$ cat src/rtl/i2s_pkg.sv
// rtl/i2s_pkg.sv - shared types and constants for the I2S receive path
//
// Purpose: state and channel enums for i2s_rx, the default slot width that
//          i2s_clock_gen also uses, and a helper that maps a WS level to a channel.
// Ports:   none (package).

package i2s_pkg;

    localparam int I2S_SLOT_BITS_DEFAULT = 32;

    typedef enum logic [1:0] {
        IDLE  = 2'd0,
        SHIFT = 2'd1,
        PAD   = 2'd2
    } i2s_rx_state_e;

    typedef enum logic {
        LEFT  = 1'b0,
        RIGHT = 1'b1
    } i2s_chan_e;

    function automatic i2s_chan_e chan_of(input logic ws, input logic ws_pol);
        return (ws == ws_pol) ? LEFT : RIGHT;
    endfunction

endpackage

$ cat src/rtl/sync_ff.sv
// rtl/sync_ff.sv - parameterized flop chain used as synchronizer / alignment delay
//
// Purpose: DEPTH back-to-back flops per bit. Every bit goes through the same
//          depth, so bits that are related in time stay aligned.
// Ports:
//   clk_i   in   1      clock
//   rst_ni  in   1      asynchronous active-low reset, clears every stage
//   d_i     in   WIDTH  input bits
//   q_o     out  WIDTH  input bits delayed by DEPTH clock edges

module sync_ff #(
    parameter int WIDTH = 1,
    parameter int DEPTH = 2
) (
    input  logic             clk_i,
    input  logic             rst_ni,
    input  logic [WIDTH-1:0] d_i,
    output logic [WIDTH-1:0] q_o
);

    logic [WIDTH-1:0] r_stage [DEPTH];

    always_ff @(posedge clk_i or negedge rst_ni) begin
        if (!rst_ni) begin
            for (int i = 0; i < DEPTH; i++) begin
                r_stage[i] <= '0;
            end
        end else begin
            r_stage[0] <= d_i;
            for (int i = 1; i < DEPTH; i++) begin
                r_stage[i] <= r_stage[i-1];
            end
        end
    end

    assign q_o = r_stage[DEPTH-1];

endmodule

$ cat src/rtl/i2s_rx.sv
// rtl/i2s_rx.sv - I2S receive deserializer producing stereo pairs on valid/ready
//
// Purpose: oversamples SCK/WS/SD in the clk_i domain, recovers one left and one
//          right two's-complement sample per WS frame and presents them as a pair.
// Ports:
//   clk_i        in   1            system clock (same as i2s_clock_gen)
//   rst_ni       in   1            asynchronous active-low reset
//   sck_i        in   1            bit clock
//   ws_i         in   1            word select
//   sd_i         in   1            serial data from the microphone (asynchronous)
//   left_o       out  SAMPLE_BITS  left sample
//   right_o      out  SAMPLE_BITS  right sample
//   valid_o      out  1            pair available
//   ready_i      in   1            consumer accepts the pair
//   overflow_o   out  1            pulse: unaccepted pair overwritten
//   frame_err_o  out  1            pulse: WS edge before SAMPLE_BITS bits were shifted

module i2s_rx
    import i2s_pkg::*;
#(
    parameter int   SLOT_BITS   = I2S_SLOT_BITS_DEFAULT,
    parameter int   SAMPLE_BITS = 24,
    parameter int   SYNC_STAGES = 2,
    parameter logic WS_POL      = 1'b0
) (
    input  logic                   clk_i,
    input  logic                   rst_ni,
    input  logic                   sck_i,
    input  logic                   ws_i,
    input  logic                   sd_i,
    output logic [SAMPLE_BITS-1:0] left_o,
    output logic [SAMPLE_BITS-1:0] right_o,
    output logic                   valid_o,
    input  logic                   ready_i,
    output logic                   overflow_o,
    output logic                   frame_err_o
);

    localparam int CNT_W = (SLOT_BITS > 1) ? $clog2(SLOT_BITS) : 1;
    localparam logic [CNT_W-1:0] LAST_BIT = CNT_W'(SAMPLE_BITS - 1);

    // SD is synchronized; SCK and WS ride the same chain so all three stay aligned.
    logic [2:0] w_sync_q;
    logic       w_sck_d;
    logic       w_ws_d;
    logic       w_sd_d;

    sync_ff #(
        .WIDTH (3),
        .DEPTH (SYNC_STAGES)
    ) u_sync (
        .clk_i  (clk_i),
        .rst_ni (rst_ni),
        .d_i    ({sck_i, ws_i, sd_i}),
        .q_o    (w_sync_q)
    );

    assign {w_sck_d, w_ws_d, w_sd_d} = w_sync_q;

    logic                   r_sck_prev;
    logic                   r_ws_last;
    i2s_rx_state_e          r_state;
    i2s_rx_state_e          w_state_next;
    i2s_chan_e              r_chan;
    logic [CNT_W-1:0]       r_bit_cnt;
    logic [SAMPLE_BITS-1:0] r_shreg;
    logic [SAMPLE_BITS-1:0] r_left_hold;
    logic [SAMPLE_BITS-1:0] r_right_hold;
    logic                   r_left_ok;
    logic                   r_pair_load;

    logic                   w_rise;
    logic                   w_ws_edge;
    logic                   w_last_bit;
    logic [SAMPLE_BITS-1:0] w_word;

    logic                   w_start;
    logic                   w_shift;
    logic                   w_commit;
    logic                   w_early;

    assign w_rise     = w_sck_d & ~r_sck_prev;
    assign w_ws_edge  = w_rise & (w_ws_d != r_ws_last);
    assign w_last_bit = (r_bit_cnt == LAST_BIT);
    // Keep the low SAMPLE_BITS of {shreg, sd}: older bits fall off the top.
    assign w_word     = SAMPLE_BITS'({r_shreg, w_sd_d});

    always_ff @(posedge clk_i or negedge rst_ni) begin
        if (!rst_ni) begin
            r_state <= IDLE;
        end else begin
            r_state <= w_state_next;
        end
    end

    always_comb begin
        w_state_next = r_state;
        case (r_state)
            IDLE:    if (w_ws_edge) w_state_next = SHIFT;
            SHIFT:   if (w_ws_edge) w_state_next = SHIFT;
                     else if (w_commit) w_state_next = PAD;
            PAD:     if (w_ws_edge) w_state_next = SHIFT;
            default: w_state_next = IDLE;
        endcase
    end

    // The rise that carries a WS edge is the previous slot's LSB, so it
    // starts a new word and is never shifted in.
    always_comb begin
        w_start  = 1'b0;
        w_shift  = 1'b0;
        w_commit = 1'b0;
        w_early  = 1'b0;
        case (r_state)
            IDLE: begin
                w_start = w_ws_edge;
            end
            SHIFT: begin
                w_start  = w_ws_edge;
                w_early  = w_ws_edge;
                w_shift  = w_rise & ~w_ws_edge;
                w_commit = w_rise & ~w_ws_edge & w_last_bit;
            end
            PAD: begin
                w_start = w_ws_edge;
            end
            default: begin
                w_start = 1'b0;
            end
        endcase
    end

    always_ff @(posedge clk_i or negedge rst_ni) begin
        if (!rst_ni) begin
            r_sck_prev <= 1'b0;
            r_ws_last  <= WS_POL;
            r_chan     <= LEFT;
            r_bit_cnt  <= '0;
            r_shreg    <= '0;
        end else begin
            r_sck_prev <= w_sck_d;
            if (w_rise) begin
                r_ws_last <= w_ws_d;
            end
            if (w_start) begin
                r_chan    <= chan_of(w_ws_d, WS_POL);
                r_bit_cnt <= '0;
                r_shreg   <= '0;
            end else if (w_shift) begin
                r_shreg <= w_word;
                // Hold at the last bit; PAD absorbs the rest of the slot.
                if (!w_last_bit) begin
                    r_bit_cnt <= r_bit_cnt + CNT_W'(1);
                end
            end
        end
    end

    // A right word only forms a pair if a left word preceded it in this frame.
    always_ff @(posedge clk_i or negedge rst_ni) begin
        if (!rst_ni) begin
            r_left_hold  <= '0;
            r_right_hold <= '0;
            r_left_ok    <= 1'b0;
            r_pair_load  <= 1'b0;
        end else begin
            r_pair_load <= 1'b0;
            if (w_early) begin
                r_left_ok <= 1'b0;
            end else if (w_commit) begin
                if (r_chan == LEFT) begin
                    r_left_hold <= w_word;
                    r_left_ok   <= 1'b1;
                end else if (r_left_ok) begin
                    r_right_hold <= w_word;
                    r_pair_load  <= 1'b1;
                    r_left_ok    <= 1'b0;
                end
            end
        end
    end

    // A load overrides a same-cycle transfer; overflow only when the old
    // pair was still pending with no acceptance.
    always_ff @(posedge clk_i or negedge rst_ni) begin
        if (!rst_ni) begin
            left_o      <= '0;
            right_o     <= '0;
            valid_o     <= 1'b0;
            overflow_o  <= 1'b0;
            frame_err_o <= 1'b0;
        end else begin
            frame_err_o <= w_early;
            if (r_pair_load) begin
                left_o     <= r_left_hold;
                right_o    <= r_right_hold;
                valid_o    <= 1'b1;
                overflow_o <= valid_o & ~ready_i;
            end else begin
                overflow_o <= 1'b0;
                if (valid_o && ready_i) begin
                    valid_o <= 1'b0;
                end
            end
        end
    end

endmodule

$ cat config.mk
export PLATFORM = sky130hd
export DESIGN_NAME = i2s_rx
export DESIGN_NICKNAME = d
export VERILOG_FILES = /design/src/rtl/i2s_pkg.sv /design/src/rtl/sync_ff.sv /design/src/rtl/i2s_rx.sv
export SDC_FILE = /design/constraint.sdc
export NUM_CORES = 1
export LEC_CHECK = 0
export CAP_MARGIN = 25
export CORE_MARGIN = 2
export CORE_UTILIZATION = 30
export CTS_BUF_LIST = sky130_fd_sc_hd__clkbuf_8
export DETAILED_ROUTE_END_ITERATION = 6
export HOLD_SLACK_MARGIN = 0.06
export PLACE_DENSITY_LB_ADDON = 0.05
export SLEW_MARGIN = 5
export SYNTH_ARGS = -nofsm -noshare
export SYNTH_HDL_FRONTEND = slang
export SYNTH_SLANG_ARGS = --single-unit
$ cat constraint.sdc
create_clock -name clk_i -period 2.7 [get_ports clk_i]
set_clock_uncertainty 0.15 [all_clocks]
set_input_delay 0.675 -clock clk_i [delete_from_list [all_inputs] [get_ports clk_i]]
set_output_delay 0.675 -clock clk_i [all_outputs]
set_load 0.01 [all_outputs]
==> results.sh, run 1 <==
export IMPL_ys_seq_elements=140
export IMPL_drt_initial_drc_count=148
export IMPL_avgViaCountPerCell=4.74
export IMPL_path_cells="ha_1 -> nand4b_4 -> nor4_4 -> buf_4 -> mux2_2"
export IMPL_drv_slew=0
export IMPL_seqCellArea_mm2=0.00350
export IMPL_n_antenna_cell=0
export IMPL_drive_above_1_share_pct=32.8
export IMPL_leakage_nw=3.19
export IMPL_grt_max_degree=65
export IMPL_worst_pin_slew_ns=0.645
export IMPL_finalHoldViolations=0
export IMPL_clkSlewWorstSetupHoldPaths_ns=0.07
export IMPL_syn_cell_area_mm2=0.00561
export IMPL_max_freq_mhz=459
export IMPL_routed_wirelength_um=11300
export IMPL_p_total_w=0.00400
export IMPL_gr_total_overflow=0
export IMPL_max_stage_delay_ns=0.40
export IMPL_rrSetupSlack_ns=0.52
export IMPL_grt_pass1_vias=3499
export IMPL_final_nets=447
export IMPL_vias=3246
export IMPL_antenna_found_initial=0
export IMPL_port_buffers=56
export IMPL_post_cts_buffers=0
export IMPL_fp_coreArea_mm2=0.0185
export IMPL_post_route_util_pct=37.0
export IMPL_yosys_warnings=0
export IMPL_grt_pass1_wl_um=19400
export IMPL_hp_class="input pin to asynchronous set/reset pin"
export IMPL_final_cell_mix="dfrtp_1, mux2_2, clkdlybuf4s50_1"
export IMPL_rsz0062_at_grt="no"
export IMPL_start_util_pct=30.3
export IMPL_htreeDepth=4
export IMPL_fin_setup_tns_ns=0
export IMPL_drc=0
export IMPL_clk_latency_ns=0.44
export IMPL_cp_slowest_cell="buf_4"
export IMPL_hold_buffers=0
export IMPL_hpwl_um=7140
export IMPL_run_status="finished, final reports clean"
export IMPL_r2r_cells=5
export IMPL_synth_cell_types=34
export IMPL_rr_endpoint="r_right_hold[23]"
export IMPL_setup_viol_count_final=0
export IMPL_die_area_mm2=0.0198
export IMPL_cts_tree="built"
export IMPL_critical_path_startpoint_type="register"
export IMPL_required_ns=2.88
export IMPL_r2r_start="r_bit_cnt[0]"
export IMPL_criticalPathCategory="register to register"
export IMPL_drt_antenna_violating_nets=0
export IMPL_numCtsBuffers=17
export IMPL_powerDensity_mw_per_mm2=584
export IMPL_fp_dieH_um=141
export IMPL_clk_path_buf_depth=2
export IMPL_gp_congestion=0.737
export IMPL_rows=50
export IMPL_cp_arrival_ns=2.36
export IMPL_clock_sinks=140
export IMPL_fill_cells=1803
export IMPL_synth_avg_cell_area_um2=14.9
export IMPL_dr_pass1_iters=4
export IMPL_track_usage_pct=12.6
export IMPL_maxCapViolations=0
export IMPL_crit_family="simple AND/OR/NAND/NOR gates"
export IMPL_multiInputGateArea_mm2=0.00199
export IMPL_cts_resized=0
export IMPL_syn_num_nets=384
export IMPL_synth_seq_area_share_pct=62.5
export IMPL_area_growth_pct=22.2
export IMPL_syn_inst=377
export IMPL_die_w_um=141
export IMPL_path_buf_inv=1
export IMPL_slew_limit_headroom_pct=56.8
export IMPL_crit_path_end_kind="register"
export IMPL_ir_drop_mv=0.271
export IMPL_wl_per_cell_um=16.5
export IMPL_post_route_min_period_ns=2.18
export IMPL_min_period_over_period_pct=80.7
export IMPL_layout_cells_most_common="dfrtp_1"
export IMPL_path_max_fanout=19
export IMPL_ioPinCount=57
export IMPL_cts_root_buf="clkbuf_8"
[final cells by class]
class / count / area share [%]
clock buffer: 18 / 3.61
clock inverter: 12 / 1.59
inverter: 5 / 0.274
multi-input combinational: 207 / 29.0
sequential: 140 / 51.1
tap: 234 / 4.27
timing repair buffer: 69 / 10.2
[cell usage after synthesis]
cell | n | area [um2]
nand4bb_2 | 1 | 16.3
dfrtp_1 | 140 | 3500
buf_1 | 4 | 15.0
nor3_4 | 1 | 16.3
clkbuf_1 | 14 | 52.6
mux2_2 | 57 | 642
ha_1 | 1 | 12.5
mux2_4 | 40 | 601
a21oi_1 | 25 | 125
mux2_1 | 1 | 11.3
a31o_2 | 1 | 8.76
and3_1 | 3 | 18.8
buf_2 | 3 | 15.0
nand2_1 | 2 | 7.51
buf_6 | 4 | 45.0
nand3_1 | 24 | 120
nand4_1 | 3 | 18.8
a21o_1 | 1 | 7.51
inv_1 | 5 | 18.8
mux2i_1 | 3 | 30.0
nand2b_1 | 1 | 6.26
o31ai_1 | 7 | 52.6
nor4bb_1 | 1 | 10.0
and2_1 | 1 | 6.26
o32ai_1 | 1 | 8.76
xnor2_2 | 1 | 16.3
nand4b_4 | 1 | 23.8
nor3_1 | 1 | 5.00
o21ai_0 | 23 | 115
or3_1 | 1 | 6.26
xor2_2 | 1 | 16.3
nor4_4 | 2 | 42.5
or4_1 | 1 | 7.51
nor2_1 | 2 | 7.51
[per-stage QoR]
| step | setup slack (ns) | instance area [um2] | hold WS, ns | cells |
|---|---|---|---|---|
| after global routing | 0.354 | 6860 | 0.101 | 685 |
| after CTS | 0.468 | 6860 | 0.0712 | 685 |
| after global placement | 0.576 | 6500 | 0.186 | 655 |
| final | 0.520 | 6860 | 0.0651 | 685 |
| after detailed placement | 0.510 | 6500 | 0.190 | 655 |
| after floorplan | 0.727 | 5610 | 0.181 | 377 |
[worst max-delay path by stage]
stage	start	depth (start not counted)	slack (ns)	endpoint
final	r_bit_cnt[0]	5	0.52	r_right_hold[23]
after global placement	r_ws_last	4	0.58	r_right_hold[23]
after global routing	r_bit_cnt[0]	5	0.35	r_right_hold[0]
after detailed placement	r_bit_cnt[0]	5	0.51	r_right_hold[0]
after CTS	right_o[23]	1	0.47	right_o[23]
after floorplan	r_bit_cnt[0]	5	0.73	r_right_hold[10]
[cell families after synthesis]
group	synth area share [%]
AND/OR/NAND/NOR	5.58
multiplexers	22.9
flip-flops	62.5
buffers and inverters	2.61
XOR/XNOR	0.580
adder cells (fa/ha/maj)	0.223
AO/OA/AOI/OAI	5.67
[sequential cells by signal, summed over array words and instances, names as in the netlist]
name and flops:
r_sck_prev 1, right_o 24, u_sync.q_o 3, r_pair_load 1, r_right_hold 24, r_chan 1
r_shreg 23, r_state 2, frame_err_o 1, r_ws_last 1, overflow_o 1, r_left_ok 1
r_bit_cnt 5, left_o 24, valid_o 1, u_sync.r_stage 3, r_left_hold 24
[where the power goes]
| group | switching (W) | internal (W) | leakage [nW] |
|---|---|---|---|
| clock | 0.000764 | 0.000813 | 0.197 |
| combinational | 0.000167 | 0.0000737 | 1.06 |
| sequential | 0.0000492 | 0.00214 | 1.93 |
[per-layer routing]
metal  GRT usage (%)  part of all wire [%]  vias to the layer above
li1                -                     -                     1479
met2            19.9                    48                       56
met3            2.96                   3.3                       20
met1            16.2                    47                     1691
met5               0                     0                        -
met4            6.47                   2.3                        0
Note: power is estimated with default switching activity, not from simulation.
==> run 2, diff against run 1 <==
Clock period 2.7 ns to 1.86 ns, I/O delays scaled along.
==> run 2 against run 1 <==
Against the previous run: the flow now finishes with violations (setup timing); sequential power up 45%; first-iteration DRC count down 17%; non-clock buffer count increased by 36; worst setup slack worse by 0.64 ns; sequential share of layout area shrank 3.2 points; combinational power up 100%; largest cell class unchanged.
==> results.sh, run 2 (same netlist as run 1, synthesis figures left out) <==
export IMPL_run_status="complete, but fails checks"
export IMPL_violations="setup timing"
export IMPL_holdWs_ns=0.207
export IMPL_p_total_w=0.00619
export IMPL_drc=0
export IMPL_gp_congestion=0.779
export IMPL_hpwl_um=7490
export IMPL_hold_depth=0
export IMPL_slew_limit_headroom_pct=71.6
export IMPL_post_route_min_period_ns=1.98
export IMPL_avgViaCountPerCell=4.69
export IMPL_multiInputGateArea_mm2=0.00205
export IMPL_drive_above_1_share_pct=39.3
export IMPL_n_antenna_cell=0
export IMPL_maxCapViolations=0
export IMPL_port_buffers=56
export IMPL_die_w_um=141
export IMPL_rr_endpoint="r_left_hold[5]"
export IMPL_antenna_found_initial=0
export IMPL_die_area_mm2=0.0198
export IMPL_numCtsBuffers=17
export IMPL_fill_cells=1786
export IMPL_powerDensity_mw_per_mm2=846
export IMPL_hp_class="register to register"
export IMPL_fp_dieH_um=141
export IMPL_setup_viol_count_final=49
export IMPL_criticalPathCategory="register to register"
export IMPL_critPathLaunch="r_bit_cnt[1]"
export IMPL_rrSetupSlack_ns=-0.12
export IMPL_fp_coreArea_mm2=0.0185
export IMPL_final_nets=483
export IMPL_track_usage_pct=13.1
export IMPL_layout_cells_most_common="dfrtp_1"
export IMPL_grt_pass1_wl_um=20000
export IMPL_wl_met3_um=403
export IMPL_routed_top_layer="met4"
export IMPL_dr_pass1_iters=4
export IMPL_path_max_fanout=10
export IMPL_clkSlewWorstSetupHoldPaths_ns=0.08
export IMPL_drv_slew=0
export IMPL_place_ws_ns=-0.128
export IMPL_final_cell_mix="dfrtp_1, mux2_2, dlygate4sd2_1"
export IMPL_start_util_pct=30.3
export IMPL_cts_root_buf="clkbuf_8"
export IMPL_routed_wl_met2_um=5870
export IMPL_ir_drop_mv=0.463
export IMPL_seqCellArea_mm2=0.00351
export IMPL_rows=50
export IMPL_clk_path_buf_depth=2
export IMPL_drt_initial_drc_count=123
export IMPL_ioPinCount=57
export IMPL_cp_arrival_ns=2.17
export IMPL_clock_sinks=140
export IMPL_critical_path_startpoint_type="register"
export IMPL_setup_ws_ns=-0.125
export IMPL_gr_total_overflow=0
export IMPL_max_freq_mhz=504
export IMPL_wl_per_cell_um=16.7
export IMPL_crit_path_end_kind="register"
export IMPL_vias=3392
export IMPL_r2r_cells=7
export IMPL_worstHoldStart="u_sync.r_stage[3]"
export IMPL_finalHoldViolations=0
export IMPL_grt_pass1_vias=3648
export IMPL_cts_tree="built"
export IMPL_min_period_over_period_pct=107
export IMPL_htreeDepth=4
export IMPL_clk_latency_ns=0.45
export IMPL_post_route_util_pct=39.5
export IMPL_required_ns=2.04
export IMPL_drt_antenna_violating_nets=0
export IMPL_hold_end="u_sync.q_o[0]"
export IMPL_area_growth_pct=30.4
export IMPL_routed_wirelength_um=12100
export IMPL_leakage_nw=3.66
export IMPL_worst_pin_slew_ns=0.426
export IMPL_r2r_start="r_bit_cnt[1]"
export IMPL_rsz0062_at_grt="yes"
export IMPL_wl_met1_um=5450
export IMPL_grt_max_degree=41
==> run 2: cell count changes in the layout (fill, tap and decap cells not counted), sizes merged, moves of 3 or more <==
| cell | delta |
|---|---|
| clkbuf | +5 |
| dlygate4sd2 | +51 |
| clkdlybuf4s50 | -51 |
| clkinvlp | +3 |
| buf | +34 |
| clkinv | -4 |
==> run 2: worst max-delay path by stage <==
stage	to	slack, ns	cells after the start
after floorplan	r_right_hold[10]	-0.07	4
after global placement	r_right_hold[1]	-0.10	4
after detailed placement	r_right_hold[1]	-0.13	4
after CTS	r_left_hold[5]	-0.1	6
after global routing	r_left_hold[5]	-0.17	7
final	r_left_hold[5]	-0.12	7
==> run 2: metrics by stage <==
stage	TNS, ns	instances	instance area, um2
floorplan	-2.26	377	5620
global placement	-1.60	675	6700
detailed placement	-2.68	675	6700
CTS	-2.19	716	7210
global route	-6.02	723	7310
finish	-3.28	723	7310
==> run 2: cell type report <==
| class | count | share of cell area, % |
|---|---|---|
| flip-flops and latches | 140 | 48.0 |
| clock inverters | 10 | 1.54 |
| repair buffers | 105 | 14.0 |
| clock buffers | 22 | 4.14 |
| inverters | 5 | 0.257 |
| multi-input cells | 207 | 28.1 |
| well taps | 234 | 4.00 |
==> run 2: power breakdown <==
part / internal, W / total [W] / switching (W)
clock: 0.00136 / 0.00253 / 0.00117
combinational: 0.000207 / 0.000481 / 0.000274
sequential: 0.00310 / 0.00317 / 0.0000713
total: 0.00467 / 0.00619 / 0.00152
==> run 2: repair_timing <==
action                                  CTS  global route
hold endpoints to repair                 36             0
pin swaps                                 2             1
hold buffers                              1             0
endpoints found under the setup margin  100            52
resized for setup                        70             7
cloned                                    2             2
setup buffers                             6             5
==> run 2: worst max-delay path: stages, from the launching register on <==
cell	delay [ns]
dfrtp_1	0.40
ha_4	0.17
nand4b_4	0.16
buf_12	0.17
nor4_4	0.14
buf_4	0.18
buf_12	0.16
mux2_2	0.34
==> run 2: per-layer routing <==
layer  vias up  track usage (%)
met5         -                0
met4         0             6.21
met3        20             3.29
met2        83             20.9
met1      1730             16.6
li1       1559                -
